<file path="src/rtl/ula_multiciclo.sv">
// ula_multiciclo: WIDTH-bit ALU with start/done handshake, registered outputs,
// single-cycle logic/arith/compare/shift ops and an iterative shift-add
// multiplier (WIDTH cycles, 2*WIDTH-bit product).
module ula_multiciclo #(
  parameter int WIDTH = 32
) (
  input  logic             clock,
  input  logic             reset_n,
  input  logic             inicio,
  input  logic [WIDTH-1:0] entrada1,
  input  logic [WIDTH-1:0] entrada2,
  input  logic [3:0]       ALUControl,
  output logic             ocupado,
  output logic             pronto,
  output logic [WIDTH-1:0] resultado,
  output logic [WIDTH-1:0] resultado_hi,
  output logic             zero,
  output logic             overflow,
  output logic             erro
);

  localparam int SHW = $clog2(WIDTH);
  localparam logic [SHW-1:0] LAST = SHW'(WIDTH - 1);

  typedef enum logic [3:0] {
    OP_AND   = 4'b0000,
    OP_OR    = 4'b0001,
    OP_ADD   = 4'b0010,
    OP_XOR   = 4'b0011,
    OP_NOR   = 4'b0100,
    OP_SLTU  = 4'b0101,
    OP_SUB   = 4'b0110,
    OP_SLT   = 4'b0111,
    OP_SLL   = 4'b1000,
    OP_SRL   = 4'b1001,
    OP_SRA   = 4'b1010,
    OP_MULTU = 4'b1100,
    OP_MULT  = 4'b1101
  } op_t;

  typedef enum logic {
    OCIOSO,
    MULTIPLICA
  } state_t;

  state_t             state;
  logic [SHW-1:0]     count;
  logic [2*WIDTH-1:0] acc;
  logic [2*WIDTH-1:0] mcand;
  logic [WIDTH-1:0]   mplier;
  logic               neg;

  logic [WIDTH-1:0]   alu_res;
  logic               alu_ov;
  logic               alu_err;
  logic               is_mul;
  logic               is_smul;
  logic [WIDTH-1:0]   sum;
  logic [WIDTH-1:0]   diff;
  logic [SHW-1:0]     shamt;
  logic [WIDTH-1:0]   mag_a;
  logic [WIDTH-1:0]   mag_b;
  logic [2*WIDTH-1:0] acc_step;
  logic [2*WIDTH-1:0] product;

  assign ocupado = (state == MULTIPLICA);

  // Single-cycle result, flags and multiply operand magnitudes from the live inputs.
  always_comb begin
    alu_res = '0;
    alu_ov  = 1'b0;
    alu_err = 1'b0;
    is_mul  = 1'b0;
    is_smul = 1'b0;
    sum     = entrada1 + entrada2;
    diff    = entrada1 - entrada2;
    shamt   = entrada2[SHW-1:0];
    case (ALUControl)
      OP_AND:  alu_res = entrada1 & entrada2;
      OP_OR:   alu_res = entrada1 | entrada2;
      OP_XOR:  alu_res = entrada1 ^ entrada2;
      OP_NOR:  alu_res = ~(entrada1 | entrada2);
      OP_ADD: begin
        alu_res = sum;
        alu_ov  = (entrada1[WIDTH-1] == entrada2[WIDTH-1]) &&
                  (sum[WIDTH-1] != entrada1[WIDTH-1]);
      end
      OP_SUB: begin
        alu_res = diff;
        alu_ov  = (entrada1[WIDTH-1] != entrada2[WIDTH-1]) &&
                  (diff[WIDTH-1] != entrada1[WIDTH-1]);
      end
      OP_SLT:  alu_res = WIDTH'($signed(entrada1) < $signed(entrada2));
      OP_SLTU: alu_res = WIDTH'(entrada1 < entrada2);
      OP_SLL:  alu_res = entrada1 << shamt;
      OP_SRL:  alu_res = entrada1 >> shamt;
      OP_SRA:  alu_res = $signed(entrada1) >>> shamt;
      OP_MULTU: is_mul = 1'b1;
      OP_MULT: begin
        is_mul  = 1'b1;
        is_smul = 1'b1;
      end
      default: alu_err = 1'b1;
    endcase
    mag_a = (is_smul && entrada1[WIDTH-1]) ? -entrada1 : entrada1;
    mag_b = (is_smul && entrada2[WIDTH-1]) ? -entrada2 : entrada2;
  end

  // One shift-add step; the last step's sum is negated for a negative signed product.
  always_comb begin
    acc_step = mplier[0] ? (acc + mcand) : acc;
    product  = neg ? -acc_step : acc_step;
  end

  // Control FSM with registered result outputs and multiplier datapath.
  always_ff @(posedge clock or negedge reset_n) begin
    if (!reset_n) begin
      state        <= OCIOSO;
      count        <= '0;
      acc          <= '0;
      mcand        <= '0;
      mplier       <= '0;
      neg          <= 1'b0;
      pronto       <= 1'b0;
      resultado    <= '0;
      resultado_hi <= '0;
      zero         <= 1'b0;
      overflow     <= 1'b0;
      erro         <= 1'b0;
    end else begin
      pronto <= 1'b0;
      case (state)
        OCIOSO: begin
          if (inicio) begin
            if (is_mul) begin
              state  <= MULTIPLICA;
              count  <= '0;
              acc    <= '0;
              mcand  <= {{WIDTH{1'b0}}, mag_a};
              mplier <= mag_b;
              neg    <= is_smul && (entrada1[WIDTH-1] ^ entrada2[WIDTH-1]);
            end else begin
              resultado    <= alu_res;
              resultado_hi <= '0;
              zero         <= (alu_res == '0);
              overflow     <= alu_ov;
              erro         <= alu_err;
              pronto       <= 1'b1;
            end
          end
        end
        MULTIPLICA: begin
          acc    <= acc_step;
          mcand  <= mcand << 1;
          mplier <= mplier >> 1;
          count  <= count + 1'b1;
          if (count == LAST) begin
            resultado    <= product[WIDTH-1:0];
            resultado_hi <= product[2*WIDTH-1:WIDTH];
            zero         <= (product == '0);
            overflow     <= 1'b0;
            erro         <= 1'b0;
            pronto       <= 1'b1;
            state        <= OCIOSO;
          end
        end
        default: state <= OCIOSO;
      endcase
    end
  end

endmodule

</file>
<file path="config.mk">
export PLATFORM = sky130hd
export DESIGN_NAME = ula_multiciclo
export DESIGN_NICKNAME = d
export VERILOG_FILES = /design/src/rtl/ula_multiciclo.sv
export SDC_FILE = /design/constraint.sdc
export NUM_CORES = 1
export LEC_CHECK = 0
export BUFFER_PORTS_ARGS = -buffer_cell sky130_fd_sc_hd__buf_2
export CORE_ASPECT_RATIO = 0.7
export CORE_MARGIN = 4
export CORE_UTILIZATION = 48
export CTS_CLUSTER_DIAMETER = 150
export DETAILED_ROUTE_END_ITERATION = 12
export MAX_ROUTING_LAYER = met4
export SLEW_MARGIN = 20
export SYNTH_ARGS = -nofsm -noshare
export SYNTH_HDL_FRONTEND = slang
export SYNTH_SLANG_ARGS = --single-unit
export TNS_END_PERCENT = 30
</file>
<file path="constraint.sdc">
create_clock -name clock -period 17.61 [get_ports clock]
set_input_delay 3.522 -clock clock [delete_from_list [all_inputs] [get_ports clock]]
set_output_delay 3.522 -clock clock [all_outputs]
set_load 0.005 [all_outputs]
</file>
==> impl_metrics.csv <==
group,metric,value,unit
worst_hold_path,hold_start,"mplier[9]$_DFFE_PN0P_",
logic_synthesis,synth_area_leader_cell,"dfrtp_1",
power,powerDensity,143,mW/mm^2
setup_path,rrSetupSlack,10500,ps
drt,wire_per_inst,29.8,um
logic_synthesis,postSynthRegisterBits,235,
cells_and_area,fill_cells,5485,
floorplan,die_h,208,um
run,drv_cap,0,
cts,cts_buffer_depth,3,
setup_path,critPathBufInv,3,
setup_path,crit_top_cell,"a211oi_1",
floorplan,die-area,0.0611,mm^2
logic_synthesis,syn_area,0.0274,mm^2
floorplan,core,0.0559,mm^2
drt,viasPerCell,7.18,
floorplan,io_pins,140,
logic_synthesis,synth_area_leaders,"dfrtp_1, ha_1, nand2_1",
cts,cts_resized,0,
grt,antenna_found_initial,6,
drt,wirelength,129000,um
logic_synthesis,post-synth-top-count-cell,"nand2_1",
cells_and_area,final_layout_size_suffix_gt1_share,11.1,%
sta,skew,24.2,ps
logic_synthesis,synthCells,3612,
logic_synthesis,synth_top_area_share,21.4,%
sta,hold_slack,462,ps
drt,firstDrtPassIters,6,
sta,max_freq,113,MHz
cts,ctsHtreeMaxLevel,1,
drt,vias,31000,
sta,slew_violations,0,
setup_path,r2r-end,"zero$_DFFE_PN0P_",
sta,finalSetupTns,0,ps
logic_synthesis,synth_common_cells,"nand2_1, nor2_1, o21ai_0, a21oi_1, dfrtp_1",
setup_path,startpoint_type,"input port",
grt,first_global_vias,27700,
cts,worstSkewPairLatency,590,ps
setup_path,path_cells,"buf_2 -> buf_4 -> inv_2 -> fa_1 -> nand2b_1 -> a2111oi_0 -> o311ai_0 -> a211oi_1 -> o211ai_1 -> a211oi_1 -> nor4_1 -> o41a_1 -> nor2_1 -> o41ai_1 -> nand4b_1 -> a41oi_1 -> and4b_1 -> a32oi_1 -> nand2_1",
drt,postRouteAntennaNets,0,
grt,overflow,0,
sta,worst_pin_slew,1180,ps
cells_and_area,area_growth,6.90,%
grt,grt_pass1_wl,187000,um
worst_hold_path,hold_path_end,"mplier[8]$_DFFE_PN0P_",
floorplan,rows,72,
power,peakVddDrop,0.0000958,V
sta,final_hold_viol_count,0,
logic_synthesis,synth_nets,3851,
cells_and_area,nNetsFinal,3793,
cts,cts_tree,"yes",
setup_path,critical_path.top_delay_family,"compound AO/OA/AOI/OAI gates",
sta,period_minus_slack,8830,ps
setup_path,crit_slowest_cell,"o311ai_0",
placed_design,io_buffers,139,
placed_design,place.gp.congestion,1.14,
cts,cts_made_buffers,27,
cts,post-cts-setup-buffers,0,
setup_path,critical-path-max-stage-delay,770,ps
worst_hold_path,hold_depth,2,
sta,setup_viol,0,
logic_synthesis,async_flop_share,100,%
placed_design,dp_hpwl,97900,um
status,outcome,"finished, final reports clean",
grt,grt_max_degree,116,
logic_synthesis,synth_edf_count,0,
floorplan,start_util,49.1,%
cts,hold_buffers,0,
logic_synthesis,ys_types,117,
floorplan,fp.dieW,294,um
cts,clock-sinks,235,
sta,period_share,50.1,%
setup_path,r2r_start,"mcand[0]$_DFFE_PN0P_",
setup_path,path_max_fanout,70,
cts,clk_pin_slew,80,ps
sta,rsz0062_at_grt,"false",
logic_synthesis,synth_seq_area_share,21.4,%
drt,drc,0,
setup_path,r2r_cells,18,
power,power_leakage,12.4,nW
setup_path,end_kind,"flip-flop",
sta,max-slew-margin-rel,21.0,%
setup_path,critPathArrivalTime,9310,ps
logic_synthesis,synth_ff_type,"dfrtp_1",
grt,grtUsageTotal,41.4,%
worst_hold_path,worstHoldPathType,"flip-flop to flip-flop",
cts,ctsRootBufferMaster,"clkbuf_16",
logic_synthesis,syn_avg_cell_area,7.59,um^2
setup_path,critical_path_class,"input port to flip-flop",
logic_synthesis,ys_warn_count,0,
setup_path,cp_data_required_time,18090,ps
drt,drt_iter0_markers,5113,
[registers in the layout, summed over array words and instances (netlist names), 5 cells and up]
name          cells
resultado_hi     32
resultado        32
mplier           32
mcand            64
count             5
acc              64
[layout make-up]
class                   count  area (um^2)  share of cell area (%)
diodes                      6         15.0                  0.0512
repair buffers            186         1060                    3.62
well taps                 740          926                    3.16
flip-flops and latches    235         5890                    20.1
clock inverters             9          115                   0.393
clock buffers              39          751                    2.56
inverters                 138          518                    1.77
multi-input cells        2966        20000                    68.4
[routing by layer]
layer / track usage [%] / vias up / wire length (um)
met5: - / - / 0
met4: 8.16 / 0 / 3460
met3: 19.4 / 276 / 22600
met2: 49.4 / 2370 / 45700
met1: 61.9 / 15000 / 56700
li1: - / 13300 / -
[where the power goes]
group | total (mW) | switching (mW) | internal (mW)
Clock | 0.578 | 0.252 | 0.326
Combinational | 2.64 | 1.75 | 0.887
Sequential | 0.989 | 0.258 | 0.731
Total | 4.20 | 2.26 | 1.94
[kinds of logic (layout without fill, tap and decap cells)]
| group | after synthesis | count (layout) | share of synthesized area [%] |
|---|---|---|---|
| simple gates | 1285 | 1285 | 22.1 |
| xor+xnor | 126 | 126 | 4.03 |
| other cells | 0 | 6 | 0 |
| fa+ha+maj | 168 | 168 | 7.75 |
| compound gates | 1227 | 1227 | 30.2 |
| mux | 160 | 160 | 8.66 |
| buf+inv | 411 | 372 | 5.84 |
| flops | 235 | 235 | 21.4 |
[worst min-delay path, cell delays in order, from the launching register on]
cell     delay, ps
dfrtp_1        340
nand2_1         50
o21ai_0         60
[worst max-delay path by stage]
stage                           start                to  depth (start not counted)
after floorplan           entrada2[2]  zero$_DFFE_PN0P_                         21
after global placement    entrada2[1]  zero$_DFFE_PN0P_                         19
after detailed placement  entrada2[1]  zero$_DFFE_PN0P_                         19
after CTS                 entrada2[1]  zero$_DFFE_PN0P_                         19
after global routing      entrada2[1]  zero$_DFFE_PN0P_                         19
final                     entrada2[1]  zero$_DFFE_PN0P_                         19
[cell usage in the layout (no fill, tap or decap), types with 27 or more instances in the layout]
| master | instances |
|---|---|
| nand2_1 | 474 |
| nor2_1 | 318 |
| o21ai_0 | 311 |
| a21oi_1 | 273 |
| dfrtp_1 | 232 |
| ha_1 | 165 |
| buf_2 | 137 |
| inv_1 | 134 |
| xnor2_1 | 94 |
| nand3_1 | 89 |
| mux2i_1 | 83 |
| nor3_1 | 65 |
| nand4_1 | 62 |
| mux4_2 | 60 |
| o211ai_1 | 55 |
| a21o_1 | 54 |
| o31ai_1 | 50 |
| buf_4 | 48 |
| a211oi_1 | 45 |
| or3_1 | 43 |
| nand2b_1 | 41 |
| a22oi_1 | 40 |
| nor4_1 | 34 |
| o21a_1 | 34 |
| xor2_1 | 32 |
| a31oi_1 | 30 |
| a221oi_1 | 28 |
| o221ai_1 | 27 |
| clkbuf_16 | 27 |
[per-stage QoR]
stage	instances	area, um^2	setup WS [ps]	power (mW)	utilization (%)
global route	4318	29300	8480	4.42	52.5
CTS	4313	29300	9080	4.07	52.4
floorplan	3612	27400	9150	2.62	-
detailed placement	4265	28400	8470	3.47	50.9
global placement	4265	28400	8550	3.42	50.9
finish	4319	29300	8780	4.20	52.5
Power figures use the tool's default switching activity.
